## src/rtl/mesi_isc_breq_arb.sv

```systemverilog
// Broadcast request front end: per-port capture FIFOs feeding a round-robin output register.
// Optional build macro MESI_BREQ_STAT_EN adds handshake/stall statistics ports.
module mesi_isc_breq_arb #(
  parameter int MBUS_CMD_WIDTH      = 3,
  parameter int ADDR_WIDTH          = 32,
  parameter int BROAD_TYPE_WIDTH    = 2,
  parameter int BROAD_ID_WIDTH      = 5,
  parameter int BREQ_FIFO_SIZE      = 2,
  parameter int BREQ_FIFO_SIZE_LOG2 = 1
) (
  input  logic                        clk,
  input  logic                        rst,
  input  logic [MBUS_CMD_WIDTH-1:0]   mbus_cmd3_i,
  input  logic [MBUS_CMD_WIDTH-1:0]   mbus_cmd2_i,
  input  logic [MBUS_CMD_WIDTH-1:0]   mbus_cmd1_i,
  input  logic [MBUS_CMD_WIDTH-1:0]   mbus_cmd0_i,
  input  logic [ADDR_WIDTH-1:0]       mbus_addr3_i,
  input  logic [ADDR_WIDTH-1:0]       mbus_addr2_i,
  input  logic [ADDR_WIDTH-1:0]       mbus_addr1_i,
  input  logic [ADDR_WIDTH-1:0]       mbus_addr0_i,
  output logic                        mbus_ack3_o,
  output logic                        mbus_ack2_o,
  output logic                        mbus_ack1_o,
  output logic                        mbus_ack0_o,
  output logic                        broad_valid_o,
  input  logic                        broad_ready_i,
  output logic [ADDR_WIDTH-1:0]       broad_addr_o,
  output logic [BROAD_TYPE_WIDTH-1:0] broad_type_o,
  output logic [1:0]                  broad_cpu_id_o,
  output logic [BROAD_ID_WIDTH-1:0]   broad_id_o
`ifdef MESI_BREQ_STAT_EN
  ,
  output logic [15:0]                 breq_stat_o,
  output logic [3:0]                  breq_stall_o
`endif
);

  localparam int NP = 4;
  localparam int SW = BROAD_ID_WIDTH - 2;
  localparam int PW = BREQ_FIFO_SIZE_LOG2;
  localparam int CW = BREQ_FIFO_SIZE_LOG2 + 1;

  localparam logic [PW-1:0] PTR_LAST =
    PW'(BREQ_FIFO_SIZE - 1);
  localparam logic [CW-1:0] CNT_FULL =
    CW'(BREQ_FIFO_SIZE);
  localparam logic [MBUS_CMD_WIDTH-1:0] CMD_WRB =
    MBUS_CMD_WIDTH'(3);
  localparam logic [MBUS_CMD_WIDTH-1:0] CMD_RDB =
    MBUS_CMD_WIDTH'(4);
  localparam logic [BROAD_TYPE_WIDTH-1:0] TYPE_WR =
    BROAD_TYPE_WIDTH'(1);
  localparam logic [BROAD_TYPE_WIDTH-1:0] TYPE_RD =
    BROAD_TYPE_WIDTH'(2);

  logic [MBUS_CMD_WIDTH-1:0] cmd  [NP];
  logic [ADDR_WIDTH-1:0]     addr [NP];

  assign cmd[0]  = mbus_cmd0_i;
  assign cmd[1]  = mbus_cmd1_i;
  assign cmd[2]  = mbus_cmd2_i;
  assign cmd[3]  = mbus_cmd3_i;
  assign addr[0] = mbus_addr0_i;
  assign addr[1] = mbus_addr1_i;
  assign addr[2] = mbus_addr2_i;
  assign addr[3] = mbus_addr3_i;

  logic [NP-1:0] bcast;
  logic [NP-1:0] full;
  logic [NP-1:0] nempty;
  logic [NP-1:0] cap;
  logic [NP-1:0] pop;
  logic [NP-1:0] ack_q, ack_d;

  logic [CW-1:0] cnt_q [NP];
  logic [CW-1:0] cnt_d [NP];
  logic [PW-1:0] wp_q  [NP];
  logic [PW-1:0] wp_d  [NP];
  logic [PW-1:0] rp_q  [NP];
  logic [PW-1:0] rp_d  [NP];
  logic [SW-1:0] seq_q [NP];
  logic [SW-1:0] seq_d [NP];

  logic [ADDR_WIDTH-1:0]       f_addr_q [NP][BREQ_FIFO_SIZE];
  logic [BROAD_TYPE_WIDTH-1:0] f_type_q [NP][BREQ_FIFO_SIZE];
  logic [SW-1:0]               f_seq_q  [NP][BREQ_FIFO_SIZE];

  logic [1:0] ptr_q, ptr_d;
  logic [1:0] gnt;
  logic       gnt_vld;
  logic       load;

  logic                        valid_q, valid_d;
  logic [ADDR_WIDTH-1:0]       oaddr_q, oaddr_d;
  logic [BROAD_TYPE_WIDTH-1:0] otype_q, otype_d;
  logic [1:0]                  ocpu_q, ocpu_d;
  logic [BROAD_ID_WIDTH-1:0]   oid_q, oid_d;

  function automatic logic [PW-1:0] nxt(
    input logic [PW-1:0] v
  );
    return (v == PTR_LAST) ? '0 : v + PW'(1);
  endfunction

  // Ack high means the CPU is still holding the command just taken.
  always_comb begin
    for (int p = 0; p < NP; p++) begin
      bcast[p]  = (cmd[p] == CMD_WRB) ||
                  (cmd[p] == CMD_RDB);
      full[p]   = (cnt_q[p] == CNT_FULL);
      nempty[p] = (cnt_q[p] != '0);
      cap[p]    = bcast[p] && !full[p] && !ack_q[p];
    end
  end

  assign ack_d = cap;

  always_comb begin
    logic [1:0] idx;
    gnt_vld = 1'b0;
    gnt     = ptr_q;
    idx     = ptr_q;
    for (int k = 1; k <= NP; k++) begin
      idx = ptr_q + 2'(k);
      if (!gnt_vld && nempty[idx]) begin
        gnt_vld = 1'b1;
        gnt     = idx;
      end
    end
  end

  assign load = !valid_q || broad_ready_i;

  always_comb begin
    for (int p = 0; p < NP; p++)
      pop[p] = load && gnt_vld && (gnt == 2'(p));
  end

  always_comb begin
    for (int p = 0; p < NP; p++) begin
      wp_d[p]  = wp_q[p];
      rp_d[p]  = rp_q[p];
      seq_d[p] = seq_q[p];
      cnt_d[p] = cnt_q[p];
      if (cap[p]) begin
        wp_d[p]  = nxt(wp_q[p]);
        seq_d[p] = seq_q[p] + SW'(1);
      end
      if (pop[p])
        rp_d[p] = nxt(rp_q[p]);
      case ({cap[p], pop[p]})
        2'b10:   cnt_d[p] = cnt_q[p] + CW'(1);
        2'b01:   cnt_d[p] = cnt_q[p] - CW'(1);
        default: cnt_d[p] = cnt_q[p];
      endcase
    end
  end

  always_comb begin
    valid_d = valid_q;
    oaddr_d = oaddr_q;
    otype_d = otype_q;
    ocpu_d  = ocpu_q;
    oid_d   = oid_q;
    ptr_d   = ptr_q;
    if (load) begin
      valid_d = gnt_vld;
      if (gnt_vld) begin
        oaddr_d = f_addr_q[gnt][rp_q[gnt]];
        otype_d = f_type_q[gnt][rp_q[gnt]];
        ocpu_d  = gnt;
        oid_d   = {gnt, f_seq_q[gnt][rp_q[gnt]]};
        ptr_d   = gnt;
      end
    end
  end

  always_ff @(posedge clk or posedge rst) begin
    if (rst) begin
      ack_q   <= '0;
      valid_q <= 1'b0;
      oaddr_q <= '0;
      otype_q <= '0;
      ocpu_q  <= '0;
      oid_q   <= '0;
      ptr_q   <= 2'd3;
      for (int p = 0; p < NP; p++) begin
        cnt_q[p] <= '0;
        wp_q[p]  <= '0;
        rp_q[p]  <= '0;
        seq_q[p] <= '0;
      end
    end else begin
      ack_q   <= ack_d;
      valid_q <= valid_d;
      oaddr_q <= oaddr_d;
      otype_q <= otype_d;
      ocpu_q  <= ocpu_d;
      oid_q   <= oid_d;
      ptr_q   <= ptr_d;
      for (int p = 0; p < NP; p++) begin
        cnt_q[p] <= cnt_d[p];
        wp_q[p]  <= wp_d[p];
        rp_q[p]  <= rp_d[p];
        seq_q[p] <= seq_d[p];
      end
    end
  end

  // Entry storage needs no reset: only counted slots are ever read.
  always_ff @(posedge clk) begin
    for (int p = 0; p < NP; p++) begin
      if (cap[p]) begin
        f_addr_q[p][wp_q[p]] <= addr[p];
        f_type_q[p][wp_q[p]] <=
          (cmd[p] == CMD_WRB) ? TYPE_WR : TYPE_RD;
        f_seq_q[p][wp_q[p]]  <= seq_q[p];
      end
    end
  end

  assign mbus_ack0_o    = ack_q[0];
  assign mbus_ack1_o    = ack_q[1];
  assign mbus_ack2_o    = ack_q[2];
  assign mbus_ack3_o    = ack_q[3];
  assign broad_valid_o  = valid_q;
  assign broad_addr_o   = oaddr_q;
  assign broad_type_o   = otype_q;
  assign broad_cpu_id_o = ocpu_q;
  assign broad_id_o     = oid_q;

`ifdef MESI_BREQ_STAT_EN
  logic [15:0] stat_q, stat_d;

  always_comb begin
    stat_d = stat_q;
    if (valid_q && broad_ready_i && stat_q != 16'hFFFF)
      stat_d = stat_q + 16'd1;
  end

  always_ff @(posedge clk or posedge rst) begin
    if (rst) stat_q <= '0;
    else     stat_q <= stat_d;
  end

  assign breq_stat_o  = stat_q;
  assign breq_stall_o = bcast & full;
`endif

endmodule

```

## config.mk

```make
export PLATFORM = sky130hd
export DESIGN_NAME = mesi_isc_breq_arb
export DESIGN_NICKNAME = d
export VERILOG_FILES = /design/src/rtl/mesi_isc_breq_arb.sv
export SDC_FILE = /design/constraint.sdc
export NUM_CORES = 1
export LEC_CHECK = 0
export BUFFER_PORTS_ARGS = -buffer_cell sky130_fd_sc_hd__buf_2
export CAP_MARGIN = 20
export CORE_MARGIN = 10
export CORE_UTILIZATION = 40
export CTS_BUF_LIST = sky130_fd_sc_hd__clkbuf_8
export DETAILED_ROUTE_END_ITERATION = 16
export PLACE_DENSITY = 0.68
export SETUP_SLACK_MARGIN = 0.3
export SLEW_MARGIN = 15
export SYNTH_ARGS = -nofsm -noshare
export SYNTH_HDL_FRONTEND = slang
export SYNTH_SLANG_ARGS = --single-unit
export TNS_END_PERCENT = 100
```

## constraint.sdc

```tcl
create_clock -name clk -period 4.2 [get_ports clk]
set_input_delay 0 -clock clk [delete_from_list [all_inputs] [get_ports clk]]
set_output_delay 0 -clock clk [all_outputs]
set_load 0.01 [all_outputs]
```

== Word-level counts from Yosys, hierarchy flattened ==
Memory sizes are Yosys's and may differ from the RTL's.
Cells that the tools add are included.

* Bits in registers: 76
* Bits in writable memories: 296
* Bits of input ports: 143
* Output and inout bits: 46
* Logic and storage cells: 223
* Memories: 3

* Add/sub/neg operators: 23
* Magnitude comparators: 14
* Eq/ne operators: 23
* Mux-type cells: 84
* Bitwise logic cells: 6
* Reduce and logical (&&, ||, !) cells: 47

{| class="wikitable"
|+ Memories
! name !! words !! bits a word !! read ports !! clocked after Yosys merged registers in !! wr ports !! line !! RTL
|-
| f_addr_q || 4 || 64 || 1 || 0 || 4 || 84 || <nowiki>logic [ADDR_WIDTH-1:0] f_addr_q [NP][BREQ_FIFO_SIZE];</nowiki>
|-
| f_seq_q || 4 || 6 || 1 || 0 || 4 || 86 || <nowiki>logic [SW-1:0] f_seq_q [NP][BREQ_FIFO_SIZE];</nowiki>
|-
| f_type_q || 4 || 4 || 1 || 0 || 4 || 85 || <nowiki>logic [BROAD_TYPE_WIDTH-1:0] f_type_q [NP][BREQ_FIFO_SIZE];</nowiki>
|}

{| class="wikitable"
|+ Operator list
! operator !! count
|-
| 2-to-1 mux 64 bit || 4
|-
| 2-to-1 mux 32 bit || 7
|-
| demux 32 bit (select 1 bit) || 4
|-
| 2-to-1 mux 2 bit || 15
|-
| 2-to-1 mux 6 bit || 4
|-
| 2-to-1 mux 1 bit || 22
|-
| 2-to-1 mux 3 bit || 7
|-
| == test 2 bit (second input constant) || 10
|-
| logical AND 1 bit || 20
|-
| 2-to-1 mux 4 bit || 4
|-
| one-hot mux 2 bit (2 select lines) || 4
|-
| nonzero test 2 bit || 8
|-
| adder 3 x 1 -> 3 bit (second input constant) || 4
|-
| demux 3 bit (select 1 bit) || 4
|-
| == test 3 x 2 -> 1 bit (second input constant) || 4
|-
| == test 3 bit (second input constant) || 4
|-
| logical NOT 1 bit || 12
|-
| < comparator 2 x 3 -> 1 bit (second input constant) || 4
|-
| adder 2 x 1 -> 2 bit (second input constant) || 5
|-
| binary-select mux 1 bit (select 2 bit) || 5
|-
| == test 2 x 1 -> 1 bit (second input constant) || 5
|-
| greater-or-equal comparator 2 bit (second input constant) || 5
|-
| NOT 1 -> 2 bit || 5
|-
| adder 1 bit (second input constant) || 8
|-
| 9 further kinds || 23
|}

== Depth between registers and ports, before layout ==
* Depth in word-level cells: 21
* Depth in mapped cells: 13
* Mapped depth without buffers: 9

== Worst setup path after synthesis ==
Ideal clock, no wire load.

* Kind: flip-flop to flip-flop
* Start point: register cnt_q[4] (netlist name)
* End point: memory f_addr_q[1][32] (netlist name) (enable)
* Library setup time: 0.431 ns
* Arrival time: 2.878 ns
* Data required time: 3.769 ns
* Setup slack: 0.890 ns
* Stages on the path, launching flop included: 6
* Path buffers: 1
* Clock period less this slack: 3.310 ns
* Cell sequence: dfrtp_1 buf_2 inv_1 a221oi_1 inv_1 nor2_1

{| class="wikitable"
|+ RTL lines
! element !! line !! RTL
|-
| from (decl) || 75 || <nowiki>logic [CW-1:0] cnt_q [NP];</nowiki>
|-
| from (signal, indexed assignment) || 202 || <nowiki>cnt_q[p] <= cnt_d[p];</nowiki>
|-
| to (decl) || 84 ||
|}

==> out/qor.csv <==
stage,metric,value,unit
logic_synthesis,number of flops mapped to enable cells by yosys,296,
floorplanning,Die Wd,212,µm
logic_synthesis,Avg Synthesized Cell Area,16.0,µm²
sta,Period minus WS final,3.41,ns
global_route,initial antenna violation count,2,
floorplanning,# rows,70,
sta,setup_tns,0,ns
sta,final setup skew,0.0214,ns
logic_synthesis,Seq cells post-synth,370,
global_route,Global Route Usage Sum,16.6,%
detailed_routing,routed vias/inst,5.11,
sta,relative slew slack,28.4,%
critical_path,Startpoint Class,input port,
detailed_routing,DRC Markers,0,
critical_path,worst endpoint required time,4.48,ns
critical_path,worst path arrival time,3.68,ns
global_route,global route overflow,0,
critical_path,critical path class,in -> reg,
critical_path,CP startpoint,mbus_cmd2_i[0],
sta,Worst Max-Slew Pin Slew,1.07,ns
job,total of max-cap violations,0,
critical_path,R2R depth,4,
clock_tree,total CTS buffers,58,
layout,Nets,1434,
floorplanning,Die ar.,0.0448,mm²
clock_tree,clock sink total,370,
clock_tree,clk buf depth,3,
floorplanning,Core ar.,0.0364,mm²
sta,FMAX,293,MHz
critical_path,cell count along the critical path,8,
logic_synthesis,"Seq/Total Area, Yosys",73.0,%
placement,area post-placement,0.0162,mm²
detailed_routing,drt wl/cell,20.6,µm
run_status,status,completed,
power,Static Leak,7.27,nW
critical_path,CP bufs+invs,4,
detailed_routing,starting DRC count in detailed routing,500,
sta,period utilization,81.1,%
placement,dpl hpwl,23.2,mm
global_route,largest net degree at the start of global routing,108,
critical_path,slowest CP cell,a221oi_1,
critical_path,crit end category,flop,
sta,setup violators final,0,
global_route,vias in the first global route,10100,
logic_synthesis,syn nets,1073,
critical_path,Critical Path Fanout Max,24,
global_route,first-pass GRT wire length,57.1,mm
floorplanning,Die Y,212,µm
clock_tree,Post-CTS Resized,0,
placement,port bufs,188,
power,Pwr Density,747,mW/mm²
logic_synthesis,Post-Syn Area,0.0147,mm²
logic_synthesis,Synth area leader,edfxtp_1,
layout,cell area after layout,0.0189,mm²
floorplanning,Ports,189,
critical_path,crit-path max cell delay,0.90,ns
logic_synthesis,Most used DFF post-synth,edfxtp_1,
sta,Hold Fails Final Rpt,0,
layout,layout cells sized above 1,26.7,%
placement,gpl congestion,0.784,
logic_synthesis,dominant cells by area after synthesis,"edfxtp_1 (60%), dfrtp_1 (12%), mux2i_1 (5.2%)",
critical_path,"CP delay by family, top",buffers and inverters,
detailed_routing,via count,9227,
min_path,hold path depth,2,
logic_synthesis,Yosys cell types,40,
logic_synthesis,Synth top area share,60.4,%
floorplanning,initial core utilization,40.4,%
clock_tree,CTS Root Cell,clkbuf_8,
sta,RSZ-0062 raised after global routing,false,
logic_synthesis,Yosys warning count,0,
layout,fill count,3036,
power,VDD IR max,0.000776,V
clock_tree,CTS tree,done,
critical_path,crit-path most repeated cell,dlygate4sd3_1,
critical_path,CP cell instances,dlygate4sd3_1 > buf_2 > nand2_1 > dlygate4sd3_1 > or2_2 > a221oi_1 > and2_2 > buf_4,
detailed_routing,antenna-violating nets left,0,
clock_tree,Clock Latency Late Sink,0.61,ns
min_path,hold crit path type,in -> reg,
sta,max-slew violation count,0,
critical_path,R2R Path Start,cnt_q[2],
clock_tree,H-tree levels,2,
logic_synthesis,Mapped Cells,922,
logic_synthesis,Post-synth ARST share,20.0,%
detailed_routing,final WL,37.2,mm
min_path,min-delay src,mbus_addr3_i[16],
clock_tree,Clock transition at path regs,0.07,ns
layout,Area Overhead vs Synth,28.5,%
detailed_routing,DR pass1 iterations,5,
==> synth_stat cells (4+ instances only) <==
cell type / instances
o21ai_0: 4
or2_2: 5
clkbuf_1: 21
xor2_1: 16
ha_1: 8
xnor2_1: 12
buf_4: 7
a221oi_1: 4
edfxtp_1: 296
a31oi_1: 37
mux2i_1: 77
nand2_1: 51
and2_1: 4
nor2_1: 53
inv_1: 17
dfrtp_1: 72
a211o_1: 37
nor2b_1: 37
mux2_2: 41
buf_2: 22
buf_6: 5
o211ai_1: 37
a211oi_1: 38
==> flip-flops by register name, summed over array words and instances (netlist names) <==
name / count
f_type_q: 16
f_seq_q: 24
broad_valid_o: 1
f_addr_q: 256
rp_q: 4
wp_q: 4
seq_q: 12
broad_type_o: 2
ptr_q: 2
broad_addr_o: 32
ack_q: 4
broad_id_o: 3
cnt_q: 8
broad_cpu_id_o: 2
==> stage by stage <==
step / std cells / util (%) / hold slack (ns) / setup WS, ns / power, mW
after floorplan: 922 / - / 0.0989 / 0.890 / 9.72
after global placement: 1540 / 44.4 / 0.0591 / 1.11 / 10.8
after detailed placement: 1541 / 44.4 / 0.0574 / 1.22 / 11.0
after CTS: 1800 / 51.9 / 0.0662 / 0.870 / 14.3
after global routing: 1802 / 51.9 / 0.0882 / 0.646 / 15.0
final: 1805 / 51.9 / 0.116 / 0.793 / 14.1
==> final cells by class <==
class	instances	area (µm²)	area share (%)
Sequential cell	370	10700	56.8
Multi-Input combinational cell	478	3650	19.3
Timing Repair Buffer	358	2650	14.0
Clock buffer	64	881	4.66
Tap cell	468	586	3.10
Clock inverter	45	318	1.68
Inverter	17	66.3	0.351
Antenna cell	5	12.5	0.0662
==> power by group <==
part / leakage (nW) / total [mW] / switching, mW / internal (mW)
combinational: 3.03 / 5.87 / 3.36 / 2.51
clock: 0.694 / 3.07 / 1.36 / 1.71
sequential: 3.54 / 5.18 / 0.413 / 4.77
==> layer usage <==
layer | GRT usage (%) | share of wire, % | vias up
li1 | - | - | 4264
met1 | 20.5 | 42 | 4582
met2 | 27.6 | 49 | 304
met3 | 3.64 | 5.6 | 77
met4 | 6.69 | 2.7 | 0
met5 | 0 | 0 | -
==> placed cells by master, fill, tap and decap left out, types with 41 or more instances in the layout <==
| master | netlist | layout |
|---|---|---|
| edfxtp_1 | 296 | 296 |
| buf_2 | 22 | 189 |
| dlygate4sd3_1 | 0 | 150 |
| mux2i_1 | 77 | 76 |
| dfrtp_1 | 72 | 72 |
| clkbuf_8 | 0 | 64 |
| nand2_1 | 51 | 51 |
| nor2_1 | 53 | 49 |
| mux2_2 | 41 | 41 |
==> cell families after synthesis <==
| logic type | after synthesis | synth area share (%) |
|---|---|---|
| mux | 118 | 8.38 |
| xor+xnor | 28 | 1.67 |
| simple gates | 156 | 4.96 |
| fa+ha+maj | 8 | 0.681 |
| buf+inv | 74 | 2.70 |
| compound gates | 168 | 8.57 |
| flops | 370 | 73.0 |
==> final timing paths <==
check	endpoint	slack [ns]
max in group asynchronous	cnt_q[4]	2.56
min reg2reg	rp_q[3]	0.47
max	f_addr_q[2][29]	0.79
min	f_addr_q[3][48]	0.12
min in group asynchronous	broad_addr_o[24]	0.56
max reg2reg	f_addr_q[2][29]	1.19
==> repair_timing <==
item,in CTS,in global routing
hold endpoints to repair,315,0
hold buffers,150,0
setup buffers,0,0
(Power assumes the default switching activity.)
